===== src/rtl/fifo_serial_tx.sv =====
// fifo_serial_tx: pops words from a strobe-handshake fifo and shifts them out as async serial frames
module fifo_serial_tx #(
    parameter int WIDTH        = 8,
    parameter int CLKS_PER_BIT = 16,
    parameter int PARITY       = 0,
    parameter int STOP_BITS    = 1
) (
    input  logic             clk,
    input  logic             reset_n,
    input  logic [WIDTH-1:0] fifo_q,
    input  logic             fifo_q_ready,
    output logic             fifo_q_out_strobe,
    input  logic             enable,
    output logic             tx,
    output logic             busy
);
    localparam int CW = CLKS_PER_BIT > 1 ? $clog2(CLKS_PER_BIT) : 1;
    localparam int IW = WIDTH > 1 ? $clog2(WIDTH) : 1;

    typedef enum logic [2:0] {S_IDLE, S_START, S_DATA, S_PARITY, S_STOP} state_t;

    state_t           state_q, state_d;
    logic [CW-1:0]    cnt_q, cnt_d;
    logic [IW-1:0]    idx_q, idx_d;
    logic             stop_q, stop_d;
    logic [WIDTH-1:0] shift_q, shift_d;
    logic             par_q, par_d;
    logic             tx_q, tx_d;
    logic             busy_q, busy_d;
    logic             last_bit, last_stop, pop;

    // state, timers, shift register and registered line outputs
    always_ff @(posedge clk or negedge reset_n) begin
        if (!reset_n) begin
            state_q <= S_IDLE;
            cnt_q   <= '0;
            idx_q   <= '0;
            stop_q  <= 1'b0;
            shift_q <= '0;
            par_q   <= 1'b0;
            tx_q    <= 1'b1;
            busy_q  <= 1'b0;
        end else begin
            state_q <= state_d;
            cnt_q   <= cnt_d;
            idx_q   <= idx_d;
            stop_q  <= stop_d;
            shift_q <= shift_d;
            par_q   <= par_d;
            tx_q    <= tx_d;
            busy_q  <= busy_d;
        end
    end

    // pop decision, bit sequencing, and the line level for the next cycle
    always_comb begin
        last_bit  = cnt_q == CW'(CLKS_PER_BIT - 1);
        last_stop = state_q == S_STOP && last_bit && stop_q == 1'(STOP_BITS - 1);
        pop       = enable && fifo_q_ready && reset_n && (state_q == S_IDLE || last_stop);
        state_d   = state_q;
        cnt_d     = state_q == S_IDLE ? '0 : cnt_q + CW'(1);
        idx_d     = idx_q;
        stop_d    = stop_q;
        shift_d   = shift_q;
        par_d     = par_q;
        if (pop) begin
            state_d = S_START;
            cnt_d   = '0;
            idx_d   = '0;
            stop_d  = 1'b0;
            shift_d = fifo_q;
            par_d   = (^fifo_q) ^ (PARITY == 2);
        end else if (state_q != S_IDLE && last_bit) begin
            cnt_d = '0;
            case (state_q)
                S_START: begin
                    state_d = S_DATA;
                    idx_d   = '0;
                end
                S_DATA: begin
                    shift_d = shift_q >> 1;
                    if (idx_q == IW'(WIDTH - 1)) begin
                        state_d = PARITY != 0 ? S_PARITY : S_STOP;
                        stop_d  = 1'b0;
                    end else begin
                        idx_d = idx_q + IW'(1);
                    end
                end
                S_PARITY: begin
                    state_d = S_STOP;
                    stop_d  = 1'b0;
                end
                S_STOP: begin
                    state_d = stop_q == 1'(STOP_BITS - 1) ? S_IDLE : S_STOP;
                    stop_d  = stop_q + 1'b1;
                end
                default: state_d = S_IDLE;
            endcase
        end
        busy_d = state_d != S_IDLE;
        tx_d   = state_d == S_START  ? 1'b0 :
                 state_d == S_DATA   ? shift_d[0] :
                 state_d == S_PARITY ? par_d : 1'b1;
    end

    assign fifo_q_out_strobe = pop;
    assign tx                = tx_q;
    assign busy              = busy_q;
endmodule


===== config.mk =====
export PLATFORM = sky130hd
export DESIGN_NAME = fifo_serial_tx
export DESIGN_NICKNAME = d
export VERILOG_FILES = /design/src/rtl/fifo_serial_tx.sv
export SDC_FILE = /design/constraint.sdc
export NUM_CORES = 1
export LEC_CHECK = 0
export ABC_AREA = 0
export CAP_MARGIN = 20
export CORE_ASPECT_RATIO = 1.25
export CORE_MARGIN = 1.5
export CORE_UTILIZATION = 37
export DETAILED_ROUTE_END_ITERATION = 6
export SLEW_MARGIN = 10
export SYNTH_ARGS = -nofsm -noshare
export SYNTH_HDL_FRONTEND = slang
export SYNTH_SLANG_ARGS = --single-unit

===== constraint.sdc =====
create_clock -name clk -period 2.2 [get_ports clk]
set_clock_uncertainty 0.2 [all_clocks]
set_input_delay 0.44 -clock clk [delete_from_list [all_inputs] [get_ports clk]]
set_output_delay 0.44 -clock clk [all_outputs]
set_load 0.01 [all_outputs]

## Yosys cells after proc, flatten, opt, wreduce, memory -nomap -nowiden

Cells that the tools add are included.

| storage, ports and cells | value |
|---|---|
| output and inout bits | 3 |
| bits of input ports | 12 |
| flip-flop bits (word level) | 22 |
| word-level logic and storage cells | 65 |

| operators by class | value |
|---|---|
| equality and inequality tests | 11 |
| mux-type cells | 23 |
| bitwise gates (word level) | 1 |
| add/sub/neg operators | 3 |
| reductions and logical operators | 18 |

Operators with widths:

| operator | count |
|---|---|
| 8-bit two-way mux | 3 |
| 3-bit two-way mux | 7 |
| 3-bit by 2-bit equality test with 1-bit output, second input constant | 4 |
| 4-bit two-way mux | 3 |
| 3-bit case mux with 4 select lines | 1 |
| 3-bit nonzero test | 3 |
| 8-bit XOR reduction | 1 |
| 1-bit two-way mux | 7 |
| 3-bit by 1-bit equality test with 1-bit output, second input constant | 2 |
| 3-bit equality test, second input constant | 2 |
| 1-bit logical AND | 6 |
| 3-bit != test, second input constant | 2 |
| 3-bit case mux with 2 select lines | 1 |
| 3-bit AND reduction | 2 |
| 4-bit by 1-bit adder with 4-bit output, second input constant | 1 |
| 4-bit equality test, second input constant | 1 |
| 2-bit nonzero test | 2 |
| 4-bit nonzero test | 1 |
| 3-bit by 1-bit adder with 3-bit output, second input constant | 1 |
| 3-bit zero test | 1 |
| 1-bit case mux with 3 select lines | 1 |
| 2-bit AND reduction | 1 |
| 1-bit adder, second input constant | 1 |
| 1-bit logical OR | 1 |
| 1-bit inverter | 1 |

## Logic depth before layout (Yosys ltp)

| logic depth | value |
|---|---|
| depth in word-level cells | 10 |
| depth in mapped cells | 7 |
| mapped depth without buffers | 7 |

## Worst setup path before layout

No wires, ideal clock.

| timing | value |
|---|---|
| kind | reg2out |
| start point | reg state_q[1] |
| end point | out fifo_q_out_strobe |
| slack | 0.237 ns |
| stages on the path, launching flop included | 5 |
| path buffers | 2 |
| data arrival time | 1.323 ns |
| cell sequence | dfrtp_1 > or2_2 > buf_2 > a211oi_4 > buf_6 |

| on the way | value |
|---|---|
| word-level cells in the longest chain between the ends | 5 |

Ends and longest elaborated chain:

| element | RTL line | text |
|---|---|---|
| start, declared | 22 | `state_t state_q, state_d;` |
| start signal, assigned | 44 | `state_q <= state_d;` |
| 3-bit equality test | 58 | `last_stop = state_q == S_STOP && last_bit && stop_q == 1'(STOP_BITS - 1);` |
| 1-bit logical AND (2 in a row) | 58 |  |
| 1-bit logical OR (*) | 59 | `pop = enable && fifo_q_ready && reset_n && (state_q == S_IDLE \|\| last_stop);` |
| 1-bit logical AND (*) | 59 |  |
| end, declared | 12 | `output logic fifo_q_out_strobe,` |

Mark *: on every way between the ends. The rest lies on a longest branch, timed or not.

## Worst setup path after layout

| timing | value |
|---|---|
| start point | in reset_n |
| end point | out fifo_q_out_strobe |

| on the way | value |
|---|---|
| word-level cells in the longest chain between the ends | 2 |

Ends and longest elaborated chain:

| element | RTL line | text |
|---|---|---|
| start, declared | 9 | `input logic reset_n,` |
| 1-bit logical AND (2 in a row) | 59 |  |

Every way passes these cells.

==> run metrics <==
status=complete, no violations; # IOs=15; CP Data Arrival Time=1.51 ns; crit end category=output pin; crit-path max FO=4; Die Area=0.00350 sq mm; Main synth FF type=dfrtp_1; Post-Syn Instances=117; CTS Hold Bufs=0; cell area after placement=0.00142 sq mm; ant diodes=0; Detailed Route WL=2090 um; CTS Buffer Depth=2; CTS root buffer=clkbuf_4; Synth area leaders=dfrtp_1 45%, xnor2_1 6.0%, nand2_1 5.5%; max incr delay on CP=0.50 ns; final setup TNS=0 ns; Vias=906; drt first pass iters=4; # fillers=300; Clock transition at path regs=0.12 ns; Leak=0.650 nW; Routed Antenna Nets=0; post-synthesis sequential area ratio=47.4%; vias in the first global route=974; Hold Crit Class=reg2reg; Starting Density=39.2%; Fmax=466 MHz; share of Yosys cell area claimed by the top area cell type=45.1%; Reg2Reg Setup Slack=0.25 ns; Slew HR=75.6%; Netlist cell types=30; post-CTS setup buffers=0; Post-synth EDFFs=0; most instantiated library cell after synthesis=dfrtp_1; Cell Pwr Density=1070 mW/mm^2; syn_area_per_cell=9.96 sq um; Nets=161; initial antenna violation count=0; period utilisation layout=97.5%; post-detail-place hpwl=1690 um; GRT Resource Usage Total=14.7%; Tightest Pin Transition=0.365 ns; clock sinks=22; Critical Path, Cell by Cell=clkdlybuf4s50_1, nand3_2, a211oi_4, buf_2; largest net degree at the start of global routing=23; Buffers on Ports=14; Crit-path slowest cell=clkdlybuf4s50_1; Chip Height=65.7 um; cell depth of the worst flop-to-flop path=7; TritonCTS clock tree=yes; FFs w/ async S/R, synth=100%; Post-Syn Nets=132; worst hold stages=2; H-tree depth=1; grt total ovfl=0; max-capacitance violation count=0; total CTS buffers=3; area leader, netlist=dfrtp_1; first-pass GRT wire length=3880 um; post-route cell area=0.00146 sq mm; 1st-iter DRT viols=8; Mapped Area=0.00116 sq mm; Final Hold Fails=0; critical path data required time=1.56 ns; Worst VDD drop=0.532 mV; core area=0.00297 sq mm; CP Class=in2out; startpoint types=input pin; synthesis-to-finish area growth=25.6%; Routability Congestion=0.733; flops & latches, synth=22; DIE WIDTH=53.2 um; Final Max Slew Viols=0; Ys Warns=0; Final Setup Violations=0; final routed DRC violation total=0; synth cell count leaders=21 x dfrtp_1, 17 x nand2_1, 11 x nor2_1; Rows=22; Avg WL per Cell=11.5 um; Clock Latency Late Sink=0.30 ns; RSZ-0062 raised after global routing=yes; share of cells above drive strength 1=19.3%; Vias/cell=5.01; fin crit period=2.15 ns
-- worst max-delay path, delay by kind of cell --
family / cells / cell delay, ns
buf+inv: 2 / 0.67
compound gates: 1 / 0.26
simple gates: 1 / 0.13
-- area by class of cell --
class	instances	area (sq um)	area share, %
Clock buffer	4	36.3	2.48
Inverter	4	15.0	1.03
Multi-Input combinational cell	87	574	39.3
Sequential cell	22	552	37.7
Tap cell	36	45.0	3.08
Timing Repair Buffer	28	240	16.4
-- power breakdown --
| part | leakage [nW] | internal [mW] | switching, mW |
|---|---|---|---|
| logic | 0.366 | 0.332 | 0.332 |
| clock network | 0.0210 | 0.101 | 0.120 |
| registers | 0.262 | 0.587 | 0.0900 |
| total | 0.650 | 1.02 | 0.542 |
-- final timing paths --
| kind | endpoint | from |
|---|---|---|
| worst min-delay path | shift_q[2] | shift_q[2] |
| worst max-delay path | fifo_q_out_strobe | reset_n |
| min in group asynchronous | state_q[2] | reset_n |
| worst max register to register | idx_q[0] | idx_q[0] |
| max in group asynchronous | tx | reset_n |
| worst min register to register | shift_q[2] | shift_q[2] |
-- per-layer routing --
layer,global-route usage (%),up-vias,routed length [um]
li1,-,456,-
met1,17.3,435,944
met2,26.3,13,1050
met3,2.05,2,66
met4,5.77,0,21
met5,0,-,0
-- metrics by stage --
stage          util [%]  instances  total power [mW]  setup WS [ns]  hold slack, ns
2_1_floorplan         -        117              1.10          0.237         -0.0556
3_3_place_gp       47.9        177              1.33         -0.444           0.262
3_5_place_dp       47.9        177              1.36         -0.444           0.268
4_1_cts            49.1        181              1.58         0.0157           0.296
5_1_grt            49.2        181              1.70        -0.0565           0.335
6_report           49.2        181              1.56         0.0540           0.293
-- logic make-up after synthesis --
family | synth area share, %
simple gates | 21.6
compound gates | 14.5
xor+xnor | 6.77
mux | 2.58
flops | 47.4
buf+inv | 3.97
fa+ha+maj | 3.22
-- repair_timing --
action / CTS / global route
resized for setup: 5 / 1
setup endpoints to repair: 1 / 1
cloned: 0 / 0
pin swaps: 1 / 0
-- flip-flops by register name, indices dropped and copies added, names as in the netlist --
name,count
busy,1
par_q,1
tx,1
shift_q,8
state_q,3
idx_q,3
stop_q,1
cnt_q,4
-- cells in the final DEF (no fill, tap or decap), types with 2 or more instances in the layout --
cell type,n
nand2_1,17
o21ai_0,7
nor2_1,11
dfrtp_1,21
clkdlybuf4s50_1,13
nand3_1,3
inv_1,4
mux2i_1,3
a22oi_1,6
nand2b_1,4
a21oi_1,7
buf_4,14
ha_1,2
nor3b_1,3
clkbuf_4,3
xnor2_1,8
or3_1,2
nand3_2,2
(Power assumes the default switching activity.)
